==> src/rtl/fetch_unit_r32i.sv <==
// -----------------------------------------------------------------------------
// fetch_unit_r32i
// Instruction fetch stage feeding the RV32I decoder. Holds the PC and issues
// word requests to instruction memory, with at most one request in flight.
// Returned {address, instruction} pairs go into a 2-entry buffer. The buffer
// head is offered to the decoder through a valid/ready handshake. A redirect
// (taken branch/jump) replaces the PC and flushes the buffer. If a request is
// still in flight, its response is marked for discard.
//
// Ports
//   clock        : system clock, all state changes on the rising edge
//   reset        : synchronous, active-high reset
//   ImemAddr     : request address (always equals the PC)
//   ImemReq      : request strobe; memory samples ImemAddr when high
//   ImemData     : returned instruction word
//   ImemValid    : ImemData valid
//   Redirect     : taken branch/jump; load RedirectAddr and flush
//   RedirectAddr : new PC, low two bits forced to zero
//   InsOut       : buffer head instruction (NOP when empty)
//   InsAddr      : address of InsOut (zero when empty)
//   InsValid     : buffer head valid
//   InsReady     : decoder accepts the head this cycle
// -----------------------------------------------------------------------------
module fetch_unit_r32i #(
    parameter int                dataW     = 32,
    parameter logic [dataW-1:0]  ResetAddr = 32'h0000_0000
) (
    input  logic             clock,
    input  logic             reset,
    output logic [dataW-1:0] ImemAddr,
    output logic             ImemReq,
    input  logic [dataW-1:0] ImemData,
    input  logic             ImemValid,
    input  logic             Redirect,
    input  logic [dataW-1:0] RedirectAddr,
    output logic [dataW-1:0] InsOut,
    output logic [dataW-1:0] InsAddr,
    output logic             InsValid,
    input  logic             InsReady
);

    localparam logic [dataW-1:0] NopIns = 32'h0000_0013;

    // Architectural state
    logic [dataW-1:0] pc_q, pc_d;
    logic [dataW-1:0] req_addr_q, req_addr_d;
    logic             outstanding_q, outstanding_d;
    logic             discard_q, discard_d;
    logic [1:0]       count_q, count_d;
    logic             head_q, head_d;
    logic [dataW-1:0] fifo_addr_q [2];
    logic [dataW-1:0] fifo_addr_d [2];
    logic [dataW-1:0] fifo_ins_q  [2];
    logic [dataW-1:0] fifo_ins_d  [2];

    // Per-cycle control terms
    logic             head_valid_s;
    logic             pop_s;
    logic             accept_s;
    logic             push_s;
    logic [1:0]       occ_s;
    logic             issue_s;
    logic             wr_idx_s;

    // Handshake and issue decisions for the current cycle
    always_comb begin
        head_valid_s = (count_q != 2'd0);
        pop_s        = head_valid_s && !reset && InsReady;
        accept_s     = ImemValid && outstanding_q;
        push_s       = accept_s && !discard_q;
        // Occupancy after this edge's pop/push. It reaches 3 only if a push
        // hits a full buffer, which the issue gate makes unreachable.
        occ_s        = count_q - {1'b0, pop_s} + {1'b0, push_s};
        issue_s      = !reset && !Redirect && (!outstanding_q || accept_s)
                       && (occ_s < 2'd2);
        // The next free slot sits just past the head (count is 0 or 1 here).
        wr_idx_s     = head_q ^ count_q[0];
    end

    // Output drive: PC, request strobe and buffer head
    always_comb begin
        ImemAddr = pc_q;
        ImemReq  = issue_s;
        InsValid = head_valid_s && !reset;
        if (head_valid_s) begin
            InsOut  = fifo_ins_q[head_q];
            InsAddr = fifo_addr_q[head_q];
        end else begin
            InsOut  = NopIns;
            InsAddr = '0;
        end
    end

    // Next-state computation; redirect overrides any push/pop/issue
    always_comb begin
        pc_d          = pc_q;
        req_addr_d    = req_addr_q;
        outstanding_d = outstanding_q;
        discard_d     = discard_q;
        count_d       = count_q;
        head_d        = head_q;
        fifo_addr_d   = fifo_addr_q;
        fifo_ins_d    = fifo_ins_q;
        if (Redirect) begin
            pc_d    = {RedirectAddr[dataW-1:2], 2'b00};
            count_d = 2'd0;
            // A response landing now is simply dropped. If it is still in
            // flight, remember to drop it when it returns.
            outstanding_d = outstanding_q && !ImemValid;
            discard_d     = outstanding_q && !ImemValid;
        end else begin
            if (push_s) begin
                fifo_addr_d[wr_idx_s] = req_addr_q;
                fifo_ins_d[wr_idx_s]  = ImemData;
            end else begin
                fifo_addr_d = fifo_addr_q;
            end
            if (pop_s) begin
                head_d = ~head_q;
            end else begin
                head_d = head_q;
            end
            count_d = occ_s;
            if (accept_s) begin
                outstanding_d = 1'b0;
                discard_d     = 1'b0;
            end else begin
                discard_d = discard_q;
            end
            if (issue_s) begin
                req_addr_d    = pc_q;
                pc_d          = pc_q + 32'd4;
                outstanding_d = 1'b1;
            end else begin
                pc_d = pc_q;
            end
        end
    end

    // State register with synchronous reset; buffer payload needs no reset
    always_ff @(posedge clock) begin
        if (reset) begin
            pc_q          <= ResetAddr;
            req_addr_q    <= ResetAddr;
            outstanding_q <= 1'b0;
            discard_q     <= 1'b0;
            count_q       <= 2'd0;
            head_q        <= 1'b0;
        end else begin
            pc_q          <= pc_d;
            req_addr_q    <= req_addr_d;
            outstanding_q <= outstanding_d;
            discard_q     <= discard_d;
            count_q       <= count_d;
            head_q        <= head_d;
        end
        fifo_addr_q <= fifo_addr_d;
        fifo_ins_q  <= fifo_ins_d;
    end

endmodule

==> config.mk <==
export PLATFORM = sky130hd
export DESIGN_NAME = fetch_unit_r32i
export DESIGN_NICKNAME = d
export VERILOG_FILES = /design/src/rtl/fetch_unit_r32i.sv
export SDC_FILE = /design/constraint.sdc
export NUM_CORES = 1
export LEC_CHECK = 0
export BUFFER_PORTS_ARGS = -buffer_cell sky130_fd_sc_hd__clkbuf_2
export CAP_MARGIN = 5
export CORE_MARGIN = 5
export CORE_UTILIZATION = 45
export DETAILED_ROUTE_END_ITERATION = 12
export GPL_TIMING_DRIVEN = 1
export PLACE_DENSITY = 0.76
export SETUP_SLACK_MARGIN = 0.02
export SLEW_MARGIN = 30
export SYNTH_ARGS = -nofsm -noshare
export SYNTH_HDL_FRONTEND = slang
export SYNTH_SLANG_ARGS = --single-unit
==> constraint.sdc <==
create_clock -name clock -period 11.7 [get_ports clock]
set_clock_uncertainty 0.05 [all_clocks]
set_input_delay 0.585 -clock clock [delete_from_list [all_inputs] [get_ports clock]]
set_output_delay 0.585 -clock clock [all_outputs]
set_load 0.02 [all_outputs]
Word-level counts from Yosys, hierarchy flattened
Cells that the tools add are included.
{"block": "totals", "regBits": 197, "output_inout_bits": 98, "word_cells": 64}
{"block": "op_classes", "n_reduce_logical": 23, "n_mux": 18, "bitwise_logic": 5, "add_sub_neg": 3, "order_cmp": 4}
{"operator": "$mux W32", "n": 11}
{"operator": "$bwmux W64", "n": 2}
{"operator": "$add A32 B3 Y32 const B", "n": 1}
{"operator": "$demux W32 S1", "n": 1}
{"operator": "$logic_and A1 B1 Y1", "n": 9}
{"operator": "$reduce_and A2 Y1", "n": 3}
{"operator": "$reduce_bool A2 Y1", "n": 3}
{"operator": "$logic_not A1 Y1", "n": 5}
{"operator": "$ge A2 B2 Y1 const B", "n": 2}
{"operator": "$mux W1", "n": 4}
{"operator": "$not A1 Y2", "n": 2}
{"operator": "$reduce_bool A3 Y1", "n": 1}
{"operator": "$add A2 B1 Y2", "n": 1}
{"operator": "$lt A2 B1 Y1 const B", "n": 1}
{"operator": "$lt A2 B2 Y1 const B", "n": 1}
{"operator": "$not A1 Y1", "n": 2}
{"operator": "$reduce_or A2 Y1", "n": 1}
{"operator": "$sub A2 B1 Y2", "n": 1}
{"operator": "$logic_or A1 B1 Y1", "n": 1}
{"operator": "$xor A1 B1 Y1", "n": 1}

Longest topological paths before layout
{"block": "depth", "word_depth": 9, "depth_mapped": 17, "depth_no_buf": 13}

Worst setup path after synthesis
OpenSTA, ideal clock, no wires.
{"block": "synth_path", "path_kind": "input port to flip-flop", "from": "input port Redirect", "to": "register fifo_addr_q[34] (netlist bit), enable pin", "stages": 4, "t_required_ps": 11079, "t_arrival_ps": 5766, "setup_slack_ps": 5313, "path_cell_list": "clkbuf_1 clkbuf_1 buf_1 nor3b_1"}
{"block": "synth_between", "elab_chain_len": 2}
{"item": "from (decl)", "line": "34", "rtl": "input logic Redirect,"}
{"item": "$not A1 Y1 (no line)"}
{"item": "$reduce_and A2 Y1 (no line)"}
{"item": "to (signal assigned)", "line": "157", "rtl": "fifo_addr_q <= fifo_addr_d;"}
{"item": "to (decl)", "line": "51", "rtl": "logic [dataW-1:0] fifo_addr_q [2];"}
No other way between the ends.
A chain may end at the register's enable or synchronous reset.

Worst setup path after layout
{"block": "layout_path", "from": "input port reset", "to": "output port ImemReq"}
{"block": "layout_between", "elab_chain_len": 7}
{"item": "from (decl)", "line": "29", "rtl": "input logic reset,"}
{"item": "$logic_not A1 Y1 *", "line": "68, 74"}
{"item": "$logic_and A1 B1 Y1 (2 in a row)", "line": "68", "rtl": "pop_s = head_valid_s && !reset && InsReady;"}
{"item": "$sub A2 B1 Y2", "line": "73", "rtl": "occ_s = count_q - {1'b0, pop_s} + {1'b0, push_s};"}
{"item": "$add A2 B1 Y2", "line": "73"}
{"item": "$lt A2 B2 Y1", "line": "75", "rtl": "&& (occ_s < 2'd2);"}
{"item": "$logic_and A1 B1 Y1 *", "line": "75"}
{"item": "to (decl)", "line": "31", "rtl": "output logic ImemReq,"}
Every way passes the cells marked *; elsewhere a longest branch is shown, timed or not.

==> impl_metrics.py <==
metrics = {
    "run_status": {
        "status": "complete, no violations",
    },
    "critical_path": {
        "critPathKind": "primary input to output port",
        "cp_max_fo": 70,
        "arrival_ns": 4.14,
        "r2r_end": "ImemAddr[19]",
        "worstSetupEndpointType": "output port",
        "r2r_cells": 13,
        "ff2ff_setup_slack_ns": 8.18,
        "critPathRequiredTime_ns": 11.07,
        "timing.rr.start": "count_q[1]",
        "start_kind": "primary input",
        "critPathLaunch": "reset",
    },
    "hold_path": {
        "min_to": "fifo_ins_q[28]",
        "hold_path.class": "primary input to flop",
        "hold_depth": 1,
        "hp-start": "ImemData[28]",
    },
    "layout": {
        "diodes": 0,
        "nets": 870,
        "layout-drive-gt1-share_pct": 29.3,
        "fin_util_pct": 55.0,
        "syn_to_final_growth_pct": 20.0,
        "layout_commonest_cell": "clkbuf_2",
        "n_fill_cell": 1518,
        "final_cell_mix": "clkbuf_2 (159), edfxtp_1 (124), nor2_1 (75), nand2_1 (70), mux2i_1 (67)",
        "stdcell_area_mm2": 0.00948,
    },
    "detailed_routing": {
        "vias": 5327,
        "vias_per_cell": 5.14,
        "post-route-drc-count": 0,
        "first_pass_iters": 5,
        "wl_per_cell_um": 16.4,
        "drt_iter0_markers": 268,
        "drt-total-wl_um": 17000,
        "antenna_left": 0,
    },
    "sta": {
        "period_share_pct": 40.8,
        "fin_tns_setup_ns": 0,
        "slew_headroom_pct": 40.4,
        "rsz0062_at_grt": "false",
        "setup_viol": 0,
        "max_freq_ghz": 0.209,
        "tightest_slew_ns": 0.894,
        "maxSlewViolCount": 0,
        "period_needed_ns": 4.78,
        "finalHoldViolations": 0,
    },
    "power_and_ir_drop": {
        "vdd_drop_max_v": 0.0000949,
        "powerDensity_mw_per_mm2": 151,
        "p_leak_nw": 3.44,
        "intPower_w": 0.00111,
        "p_sw_w": 0.000326,
        "switching_share_pct": 22.7,
        "combPwrFrac_pct": 7.1,
        "clockPowerShare_pct": 41.0,
        "pwr-share-seq_pct": 51.9,
    },
    "synthesis": {
        "avgSynthCellArea_um2": 12.1,
        "synth_ff_type": "edfxtp_1",
        "synthArstFlopShare_pct": 0,
        "synth_cells": 655,
        "ys_warn_count": 0,
        "ys_ff_latch": 189,
        "yosysUniqueCellTypes": 41,
        "yosysSeqAreaShare_pct": 63.6,
        "synth_area_mm2": 0.00790,
        "synth_edf_count": 124,
    },
    "clock_tree": {
        "cts_hold_buf": 0,
        "clock_path_buffers": 2,
        "cts.htree.levels": 4,
        "post-cts-setup-buffers": 0,
        "clkLatencyLatePin_ns": 0.42,
        "cts_tree": "done",
        "ctsRootBufferMaster": "clkbuf_16",
        "cts_made_buffers": 17,
        "post_cts_resized": 0,
        "clk_pin_slew_ns": 0.06,
        "cts.sinks": 189,
    },
    "placement": {
        "dpl_cell_area_mm2": 0.00886,
        "place_congestion": 0.826,
        "dp_hpwl_um": 11200,
        "port-buffer-count": 160,
    },
    "global_routing": {
        "grt_overflow": 0,
        "grtUsageTotal_pct": 17.2,
        "grt_pass1_wl_um": 27600,
        "grt_pass1_vias": 5332,
        "antenna_found_initial": 0,
        "grt_start_max_net_pins": 71,
    },
    "die": {
        "die_x_um": 143,
        "fp.coreArea_mm2": 0.0172,
        "die_y_um": 143,
        "start_util_pct": 45.8,
        "die-area_mm2": 0.0203,
        "std_cell_rows": 48,
        "ios": 167,
    },
    "run": {
        "drv_cap": 0,
    },
}
-- through the flow --
step | cells | hold slack (ns) | total power, W | setup slack, ns
2_1_floorplan | 658 | 0.375 | 0.000823 | 5.31
3_3_place_gp | 1004 | 0.382 | 0.000858 | 6.95
3_5_place_dp | 1004 | 0.387 | 0.000860 | 6.91
4_1_cts | 1036 | 0.277 | 0.00145 | 6.92
5_1_grt | 1036 | 0.277 | 0.00149 | 6.69
6_report | 1036 | 0.302 | 0.00143 | 6.92
-- worst max-delay path, stage by stage --
cell      delay, ns
buf_2          0.07
buf_4          0.65
nor2_1         0.14
and2_1         0.21
ha_1           0.28
inv_1          0.06
ha_1           0.15
xor3_2         0.34
or2_1          0.40
or3_1          0.39
inv_2          0.49
clkbuf_2       0.28
-- worst max-delay path by stage --
stage | end | slack [ns] | depth (start not counted)
3_3_place_gp | ImemReq | 6.95 | 12
3_5_place_dp | ImemReq | 6.91 | 12
2_1_floorplan | fifo_addr_q[34] | 5.31 | 4
5_1_grt | ImemReq | 6.69 | 12
6_report | ImemReq | 6.92 | 12
4_1_cts | ImemReq | 6.92 | 12
-- logic make-up (layout without fill, tap and decap cells) --
| family | after synthesis | after routing | share of synthesized area [%] |
|---|---|---|---|
| other | 1 | 4 | 0.0475 |
| xor gates and xnor gates | 28 | 28 | 3.31 |
| muxes | 68 | 68 | 8.63 |
| DFF | 189 | 189 | 63.6 |
| adders and majority gates | 3 | 3 | 0.475 |
| AOI/OAI and AO/OA | 82 | 82 | 7.51 |
| and+or+nand+nor | 221 | 221 | 12.8 |
| buffers and inverters | 63 | 216 | 3.61 |
-- cell usage after synthesis (2+ instances only) --
| library cell | instances | area [µm²] |
|---|---|---|
| xnor2_1 | 11 | 96.3 |
| nand4_1 | 16 | 100 |
| and2_1 | 2 | 12.5 |
| buf_2 | 3 | 15.0 |
| clkbuf_1 | 33 | 124 |
| edfxtp_1 | 124 | 3720 |
| nand3_1 | 13 | 65.1 |
| o22ai_1 | 7 | 43.8 |
| o21ai_0 | 4 | 20.0 |
| a22oi_1 | 5 | 37.5 |
| buf_6 | 4 | 45.0 |
| nor3_1 | 5 | 25.0 |
| a21oi_2 | 29 | 254 |
| and3_1 | 5 | 31.3 |
| nand2_1 | 70 | 263 |
| ha_1 | 3 | 37.5 |
| o21a_1 | 11 | 82.6 |
| nand3b_1 | 3 | 22.5 |
| a21oi_1 | 17 | 85.1 |
| and4_1 | 2 | 17.5 |
| nor2b_1 | 13 | 81.3 |
| xor2_1 | 16 | 140 |
| or3_1 | 2 | 12.5 |
| mux2i_1 | 67 | 671 |
| a31oi_1 | 4 | 25.0 |
| inv_1 | 15 | 56.3 |
| o32ai_1 | 2 | 17.5 |
| nor2_1 | 76 | 285 |
| dfxtp_1 | 65 | 1300 |
| buf_4 | 4 | 30.0 |
| buf_1 | 3 | 11.3 |
| nor3b_1 | 7 | 52.6 |
| nor4_1 | 6 | 37.5 |
-- final cells by class --
type / count / area [µm²] / area share, %
clock buffers: 20 / 479 / 5.05
clock inverters: 12 / 133 / 1.40
inverters: 16 / 60.1 / 0.633
multi-input cells: 406 / 2640 / 27.8
flip-flops and latches: 189 / 5030 / 53.0
well taps: 225 / 282 / 2.97
repair buffers: 168 / 865 / 9.12
-- registers in the layout (all words and copies together) (netlist names) --
name	cells
outstanding_q	1
count_q	2
req_addr_q	30
ImemAddr	30
fifo_ins_q	64
fifo_addr_q	60
head_q	1
discard_q	1
-- power by group through the flow --
stage / registers (W) / logic (W) / clock network (W)
after floorplan: 0.000762 / 0.0000611 / 0
after global routing: 0.000745 / 0.000112 / 0.000629
final: 0.000743 / 0.000102 / 0.000587
after global placement: 0.000757 / 0.000101 / 0
after detailed placement: 0.000757 / 0.000103 / 0
after CTS: 0.000743 / 0.000103 / 0.000601
-- per-layer routing --
layer | GRT usage, % | vias to the layer above | share of wire (%)
met5 | 0 | - | 0
met4 | 6.20 | 0 | 1.8
met3 | 4.40 | 21 | 6.9
met2 | 27.6 | 172 | 47
met1 | 22.8 | 2528 | 44
li1 | - | 2606 | -
No activity file was read; power rests on OpenSTA's default activity.
